--- src/rtl/lwc_do_buffer_if.sv ---
// Cipher-output (pdo_*) and external-output (do_*) stream signals of the output buffer.
// slave is the buffer's view; master is the surrounding producer/consumer view.
interface lwc_do_buffer_if #(
    parameter int BUSW = 32
);
    logic [BUSW-1:0] pdo_data;
    logic            pdo_valid;
    logic            pdo_last;
    logic            pdo_ready;
    logic [BUSW-1:0] do_data;
    logic            do_valid;
    logic            do_last;
    logic            do_ready;

    modport slave (
        input  pdo_data, pdo_valid, pdo_last, do_ready,
        output pdo_ready, do_data, do_valid, do_last
    );

    modport master (
        output pdo_data, pdo_valid, pdo_last, do_ready,
        input  pdo_ready, do_data, do_valid, do_last
    );
endinterface

--- src/rtl/lwc_do_buffer.sv ---
// Output buffer between the cipher control unit and the external data-out port:
// a circular FIFO of {last, data} with a drained-message counter.
module lwc_do_buffer #(
    parameter int BUSW  = 32,
    parameter int DEPTH = 4,
    parameter int LVLW  = 3
) (
    input  logic              clk,
    input  logic              rst,
    lwc_do_buffer_if.slave    bus,
    output logic [LVLW-1:0]   level,
    output logic [15:0]       msg_count
);
    localparam int              PW       = (DEPTH > 1) ? $clog2(DEPTH) : 1;
    localparam logic [LVLW-1:0] FULL_LVL = LVLW'(DEPTH);

    logic [BUSW:0]   mem_q [DEPTH];
    logic [PW-1:0]   wr_ptr_q, wr_ptr_d;
    logic [PW-1:0]   rd_ptr_q, rd_ptr_d;
    logic [LVLW-1:0] level_q, level_d;
    logic [15:0]     msg_count_q, msg_count_d;
    logic            not_full;
    logic            not_empty;
    logic            push;
    logic            pop;
    logic [BUSW:0]   head;

    // Ready/valid depend only on level_q, so there is no do_ready -> pdo_ready path.
    always_comb begin
        not_full    = (level_q != FULL_LVL);
        not_empty   = (level_q != '0);
        push        = bus.pdo_valid && not_full;
        pop         = bus.do_ready && not_empty;
        head        = mem_q[rd_ptr_q];
        wr_ptr_d    = push ? wr_ptr_q + PW'(1) : wr_ptr_q;
        rd_ptr_d    = pop ? rd_ptr_q + PW'(1) : rd_ptr_q;
        level_d     = level_q;
        case ({push, pop})
            2'b10:   level_d = level_q + LVLW'(1);
            2'b01:   level_d = level_q - LVLW'(1);
            default: level_d = level_q;
        endcase
        msg_count_d = (pop && head[BUSW]) ? msg_count_q + 16'd1 : msg_count_q;
    end

    always_ff @(posedge clk or posedge rst) begin
        if (rst) begin
            wr_ptr_q    <= '0;
            rd_ptr_q    <= '0;
            level_q     <= '0;
            msg_count_q <= '0;
        end else begin
            wr_ptr_q    <= wr_ptr_d;
            rd_ptr_q    <= rd_ptr_d;
            level_q     <= level_d;
            msg_count_q <= msg_count_d;
        end
    end

    // Storage is left unreset; stale entries are masked by the empty check below.
    always_ff @(posedge clk) begin
        if (push) begin
            mem_q[wr_ptr_q] <= {bus.pdo_last, bus.pdo_data};
        end
    end

    assign bus.pdo_ready = not_full;
    assign bus.do_valid  = not_empty;
    assign bus.do_data   = not_empty ? head[BUSW-1:0] : '0;
    assign bus.do_last   = not_empty & head[BUSW];
    assign level         = level_q;
    assign msg_count     = msg_count_q;
endmodule

--- src/flat_wrapper.sv ---
// flat-port wrapper written by rule: the top's interface ports become plain ports
module lwc_do_buffer_flat 
#(
    parameter int BUSW  = 32,
    parameter int DEPTH = 4,
    parameter int LVLW  = 3
)
  (clk, rst, level, msg_count, bus_pdo_data, bus_pdo_valid, bus_pdo_last, bus_do_ready, bus_pdo_ready, bus_do_data, bus_do_valid, bus_do_last);
  lwc_do_buffer_if #(.BUSW(BUSW)) bus_i ();
  input  logic clk;
  input  logic rst;
  output logic [LVLW-1:0] level;
  output logic [15:0] msg_count;
  input wire logic [$bits(bus_i.pdo_data)-1:0] bus_pdo_data;
  input wire logic [$bits(bus_i.pdo_valid)-1:0] bus_pdo_valid;
  input wire logic [$bits(bus_i.pdo_last)-1:0] bus_pdo_last;
  input wire logic [$bits(bus_i.do_ready)-1:0] bus_do_ready;
  output wire logic [$bits(bus_i.pdo_ready)-1:0] bus_pdo_ready;
  output wire logic [$bits(bus_i.do_data)-1:0] bus_do_data;
  output wire logic [$bits(bus_i.do_valid)-1:0] bus_do_valid;
  output wire logic [$bits(bus_i.do_last)-1:0] bus_do_last;
  assign bus_i.pdo_data = bus_pdo_data;
  assign bus_i.pdo_valid = bus_pdo_valid;
  assign bus_i.pdo_last = bus_pdo_last;
  assign bus_i.do_ready = bus_do_ready;
  assign bus_pdo_ready = bus_i.pdo_ready;
  assign bus_do_data = bus_i.do_data;
  assign bus_do_valid = bus_i.do_valid;
  assign bus_do_last = bus_i.do_last;
  lwc_do_buffer #(.BUSW(BUSW), .DEPTH(DEPTH), .LVLW(LVLW)) u_core (.clk(clk), .rst(rst), .bus(bus_i), .level(level), .msg_count(msg_count));
endmodule
--- config.mk ---
export PLATFORM = sky130hd
export DESIGN_NAME = lwc_do_buffer_flat
export DESIGN_NICKNAME = d
export VERILOG_FILES = /design/src/rtl/lwc_do_buffer_if.sv /design/src/rtl/lwc_do_buffer.sv /design/src/flat_wrapper.sv
export SDC_FILE = /design/constraint.sdc
export NUM_CORES = 1
export LEC_CHECK = 0
export ABC_CLOCK_PERIOD_IN_PS = 6000
export CAP_MARGIN = 0
export CORE_MARGIN = 3
export CORE_UTILIZATION = 45
export CTS_BUF_LIST = sky130_fd_sc_hd__clkbuf_8
export DETAILED_ROUTE_END_ITERATION = 7
export GPL_TIMING_DRIVEN = 0
export PLACE_DENSITY = 0.7
export SLEW_MARGIN = 20
export SYNTH_ARGS = -nofsm -noshare
export SYNTH_HDL_FRONTEND = slang
export SYNTH_SLANG_ARGS = --single-unit
--- constraint.sdc ---
create_clock -name clk -period 6 [get_ports clk]
set_clock_uncertainty 0.2 [all_clocks]
set_input_delay 0.9 -clock clk [delete_from_list [all_inputs] [get_ports clk]]
set_output_delay 0.9 -clock clk [all_outputs]
set_load 0.01 [all_outputs]
# ---- After elaboration in Yosys (flattened, before gate mapping)
# Memory sizes are Yosys's and may differ from the RTL's.
# Index checks and enable logic that the tools add are counted.
dict set report word_totals {
  regBits 23
  latch_bits 0
  ramBits 132
  romBits 0
  output_inout_bits 54
  mem_count 1
}
# memory depth word_bits read_ports rd_ports_with_merged_regs write_ports line
set memory_table {}
lappend memory_table {u_core.mem_q 4 33 1 0 1 lwc_do_buffer.sv:17} ;# logic [BUSW:0] mem_q [DEPTH];
dict set report op_classes {
  n_addsub 5
  mul 0
  n_div 0
  n_lt_le_gt_ge 0
  n_eq_ne 3
  shifts 0
  muxes 4
  bitwise_logic 1
  n_reduce_logical 5
}
# cell count
set op_table {}
lappend op_table {{$mux W32} 1}
lappend op_table {{$add A16 B1 Y16 const B} 1}
lappend op_table {{$pmux W3 S2} 1}
lappend op_table {{$add A2 B1 Y2 const B} 2}
lappend op_table {{$add A3 B1 Y3 const B} 1}
lappend op_table {{$logic_and A1 B1 Y1} 3}
lappend op_table {{$ne A3 B3 Y1 const B} 1}
lappend op_table {{$reduce_bool A3 Y1} 1}
lappend op_table {{$sub A3 B1 Y3 const B} 1}
lappend op_table {{$eq A2 B1 Y1 const B} 1}
lappend op_table {{$eq A2 B2 Y1 const B} 1}
lappend op_table {{$mux W1} 2}
lappend op_table {{$reduce_bool A2 Y1} 1}
lappend op_table {{$and A1 B1 Y1} 1}

# ---- Longest topological paths before layout
# Gate-level depths: netlist (run 1).
dict set report depth {
  depth_word 4
  depth_mapped 10
}

# ---- Worst setup path before layout (run 1)
# Ideal clock, no wire load.
dict set report synth_timing {
  path_type {reg-to-output}
  from {reg u_core.rd_ptr_q[0]}
  to {out bus_do_data[10]}
  arrival_ns 1.452
  slack_ns 3.448
  stages_incl_launch_ff 5
  n_path_buf 2
  path_cell_list {dfrtp_1 > buf_6 > buf_2 > mux4_2 > and2_1}
}
dict set report synth_between {
  elab_chain_len 2
}
# item line
set synth_rtl {}
lappend synth_rtl {{from (decl)} lwc_do_buffer.sv:19} ;# logic [PW-1:0] rd_ptr_q, rd_ptr_d;
lappend synth_rtl {{from (signal assigned)} lwc_do_buffer.sv:54} ;# rd_ptr_q <= rd_ptr_d;
lappend synth_rtl {{$mem_v2 Z4 W33} -}
lappend synth_rtl {{$mux W32} lwc_do_buffer.sv:69} ;# assign bus.do_data = not_empty ? head[BUSW-1:0] : '0;
lappend synth_rtl {{to (decl)} flat_wrapper.sv:19} ;# output wire logic [$bits(bus_i.do_data)-1:0] bus_do_data;
# Every way passes these cells.

# ---- Worst setup path after layout (run 1)
dict set report layout_timing {
  from {reg u_core.rd_ptr_q[1]}
  to {out bus_do_data[26]}
}
# The elaborated chain is that of the path after synthesis.

==> impl_metrics.ini, run 1 <==
[placement]
dp_hpwl_mm = 7.36
place_congestion = 0.749
portBuffers = 90
placed_area_um2 = 7340

[synthesis]
synth_edf_count = 132
synthTopCellsByArea = edfxtp_1 (65%), mux4_2 (12%), dfrtp_1 (9.4%)
synthFlopType = edfxtp_1
seq_area_frac_synth = 0.742
ys_ff_latch = 155
async_flop_share = 0.148
synth.top_cells.by_count = edfxtp_1 (132), and2_1 (36), mux4_2 (33), dfrtp_1 (23), xor2_1 (11)
synth_top_area_frac = 0.648
yosys.area.top_type = edfxtp_1
synth_cells = 312
yosys_warnings = 0
synth_cell_type_count = 27
avgSynthCellArea_um2 = 19.6
syn_nets = 356
synth_area_um2 = 6120
post-synth-top-count-cell = edfxtp_1

[die]
die_area_um2 = 15000
initial_core_util = 0.471
core_area_um2 = 13000
rows = 41
dieHeight_um = 123
boundaryPins = 91
fp.dieW_um = 123

[clock_tree]
root_buffer = clkbuf_8
h-tree-depth = 4
cts_resized = 0
clk_pin_slew_ns = 0.07
cts_tree = built
insertion_delay_ns = 0.43
clockBufferDepth = 2
ctsHoldBuffers = 0
cts_setup_buffers = 0
cts_buffers = 17
clkSinkCount = 155

[critical_path]
cp_max_fo = 10
worstSetupPathType = flip-flop to output port
r2r-start = u_core.level[0]$_DFFE_PP0P_
startpoint = u_core.rd_ptr_q[1]$_DFFE_PP0P_
worstPathRequired_ns = 4.90
crit_arrival_ns = 2.71
worst_setup_path_start_kind = flip-flop
ff2ff_setup_slack_ns = 3.49
crit_path_end_kind = output port

[sta]
fin_worst_hold_slack_ns = 0.271
finalHoldViolCount = 0
max_slew_margin = 0.409
tns_ns = 0
max_freq_mhz = 262
final.period_utilization = 0.635
finalSetupViolCount = 0
worst_pin_slew_ns = 0.886
final_max_slew_viol_count = 0
rsz0062_at_grt = false
fin_crit_ns = 3.81

[hold_path]
worstHoldStart = u_core.msg_count[15]$_DFFE_PP0P_
hold_class = flip-flop to flip-flop

[power]
pwr-share-comb = 0.403
clkPwrFrac = 0.183
p_total_mw = 3.60
p_sw_frac = 0.296
p_per_area_nw_per_um2 = 470
p_int_mw = 2.54
ir_worst_vdd_mv = 0.216
total_leakage_power_nw = 2.69
seq_power_share = 0.415
switching_power_mw = 1.07

[finish]
nNetsFinal = 469
fin_area_um2 = 7670
layout-drive-gt1-share = 0.167
fillers = 982
postLayoutCoreUtil = 0.591
diodes = 0
syn_to_final_growth_pct = 25.4

[routing]
ant_nets = 0
wl_mm = 11.2
drt_iter0_drc = 159
routed_via_density = 5.04
post-route-drc-count = 0
dr.pass1.iters = 4
dr_total_vias = 3076
wl_per_cell_um = 18.4

[global_routing]
grt_pass1_wl_mm = 17.8
track_usage = 0.164
grt_max_degree = 24
antenna_found_initial = 0
gr-total-overflow = 0
grt_pass1_vias = 3394

[job]
maxCapViolCount = 0

[status]
status = completed
==> critical path, stage by stage (launching register included) <==
cell,delay [ns]
dfrtp_1,0.32
clkbuf_1,0.32
clkbuf_1,0.57
mux4_2,0.42
and2_1,0.17
clkdlybuf4s50_1,0.47
==> final timing paths <==
path,endpoint,cells after the start
worst max-delay path,bus_do_data[26],5
worst min-delay path,u_core.msg_count[15]$_DFFE_PP0P_,1
worst max register to register,u_core.level[2]$_DFFE_PP0P_,9
worst min register to register,u_core.msg_count[15]$_DFFE_PP0P_,1
max in group asynchronous,u_core.msg_count[1]$_DFFE_PP0P_,2
min in group asynchronous,u_core.level[2]$_DFFE_PP0P_,2
==> cell usage in the layout (no fill, tap or decap), types with 6 or more instances in the layout <==
| cell | synthesis | routed |
|---|---|---|
| dfrtp_1 | 23 | 23 |
| nand2_1 | 6 | 6 |
| nor2_1 | 6 | 6 |
| clkbuf_1 | 8 | 8 |
| inv_1 | 9 | 14 |
| xor2_1 | 11 | 11 |
| and2_1 | 36 | 36 |
| mux4_2 | 33 | 33 |
| clkbuf_8 | 0 | 17 |
| xnor2_1 | 10 | 10 |
| edfxtp_1 | 132 | 132 |
| clkdlybuf4s50_1 | 0 | 90 |
| ha_1 | 6 | 6 |
==> per-layer routing <==
metal	wire length (um)	track usage
met5	0	0
met4	165	0.0693
met3	541	0.0433
met2	5950	0.284
met1	4590	0.194
==> flip-flops by register name, summed over array words and instances (netlist names) <==
register / flops
u_core.mem_q: 132
u_core.msg_count: 16
u_core.level: 3
u_core.rd_ptr_q: 2
u_core.wr_ptr_q: 2
==> per-stage QoR <==
stage | cells | setup WS, ns
after global routing | 610 | 1.96
after floorplan | 312 | 3.45
after detailed placement | 578 | 2.59
after global placement | 574 | 2.45
after CTS | 610 | 2.08
final | 610 | 2.19
==> kinds of logic after synthesis <==
kind of cell,share of synthesized area
flip-flops,0.742
AND/OR/NAND/NOR,0.0669
multiplexers,0.127
buffers and inverters,0.0166
XOR/XNOR,0.0301
adder cells (fa/ha/maj),0.0155
AO/OA/AOI/OAI,0.00164
==> power groups by stage <==
stage | registers, mW | clock network (mW) | logic (mW)
final | 1.49 | 0.658 | 1.45
after global routing | 1.52 | 0.729 | 1.57
after CTS | 1.50 | 0.686 | 1.50
after detailed placement | 1.52 | 0 | 1.49
after global placement | 1.52 | 0 | 1.42
after floorplan | 1.51 | 0 | 0.792
==> area by class of cell <==
type	instances	area [um^2]	area share
flip-flops and latches	155	4540	0.592
multi-input cells	135	1480	0.193
repair buffers	94	1000	0.131
clock buffers	17	234	0.0305
well taps	172	215	0.0281
clock inverters	15	95.1	0.0124
plain buffers	13	67.6	0.00881
inverters	9	33.8	0.00440
No activity file was read; power rests on OpenSTA's default activity.
==> run 2, diff against run 1 <==
--- a/config.mk
+++ b/config.mk
@@ -5,7 +5,7 @@
 export SDC_FILE = /design/constraint.sdc
 export NUM_CORES = 1
 export LEC_CHECK = 0
-export ABC_CLOCK_PERIOD_IN_PS = 6000
+export ABC_CLOCK_PERIOD_IN_PS = 3950
 export CAP_MARGIN = 0
 export CORE_MARGIN = 3
 export CORE_UTILIZATION = 45
==> constraint.sdc (replaced) <==
create_clock -name clk -period 3.95 [get_ports clk]
set_clock_uncertainty 0.2 [all_clocks]
set_input_delay 0.5925 -clock clk [delete_from_list [all_inputs] [get_ports clk]]
set_output_delay 0.5925 -clock clk [all_outputs]
set_load 0.01 [all_outputs]
==> results of run 2 <==
Same layout as run 1 (identical final DEF). Status: completed.
Among the figures that moved: setup slack after placement 2.59 ns -> 0.844 ns; setup slack after layout 2.19 ns -> 0.445 ns; register-to-register setup slack 3.49 ns -> 1.44 ns; total power 3.60 mW -> 5.48 mW; worst IR drop on VDD 0.216 mV -> 0.328 mV
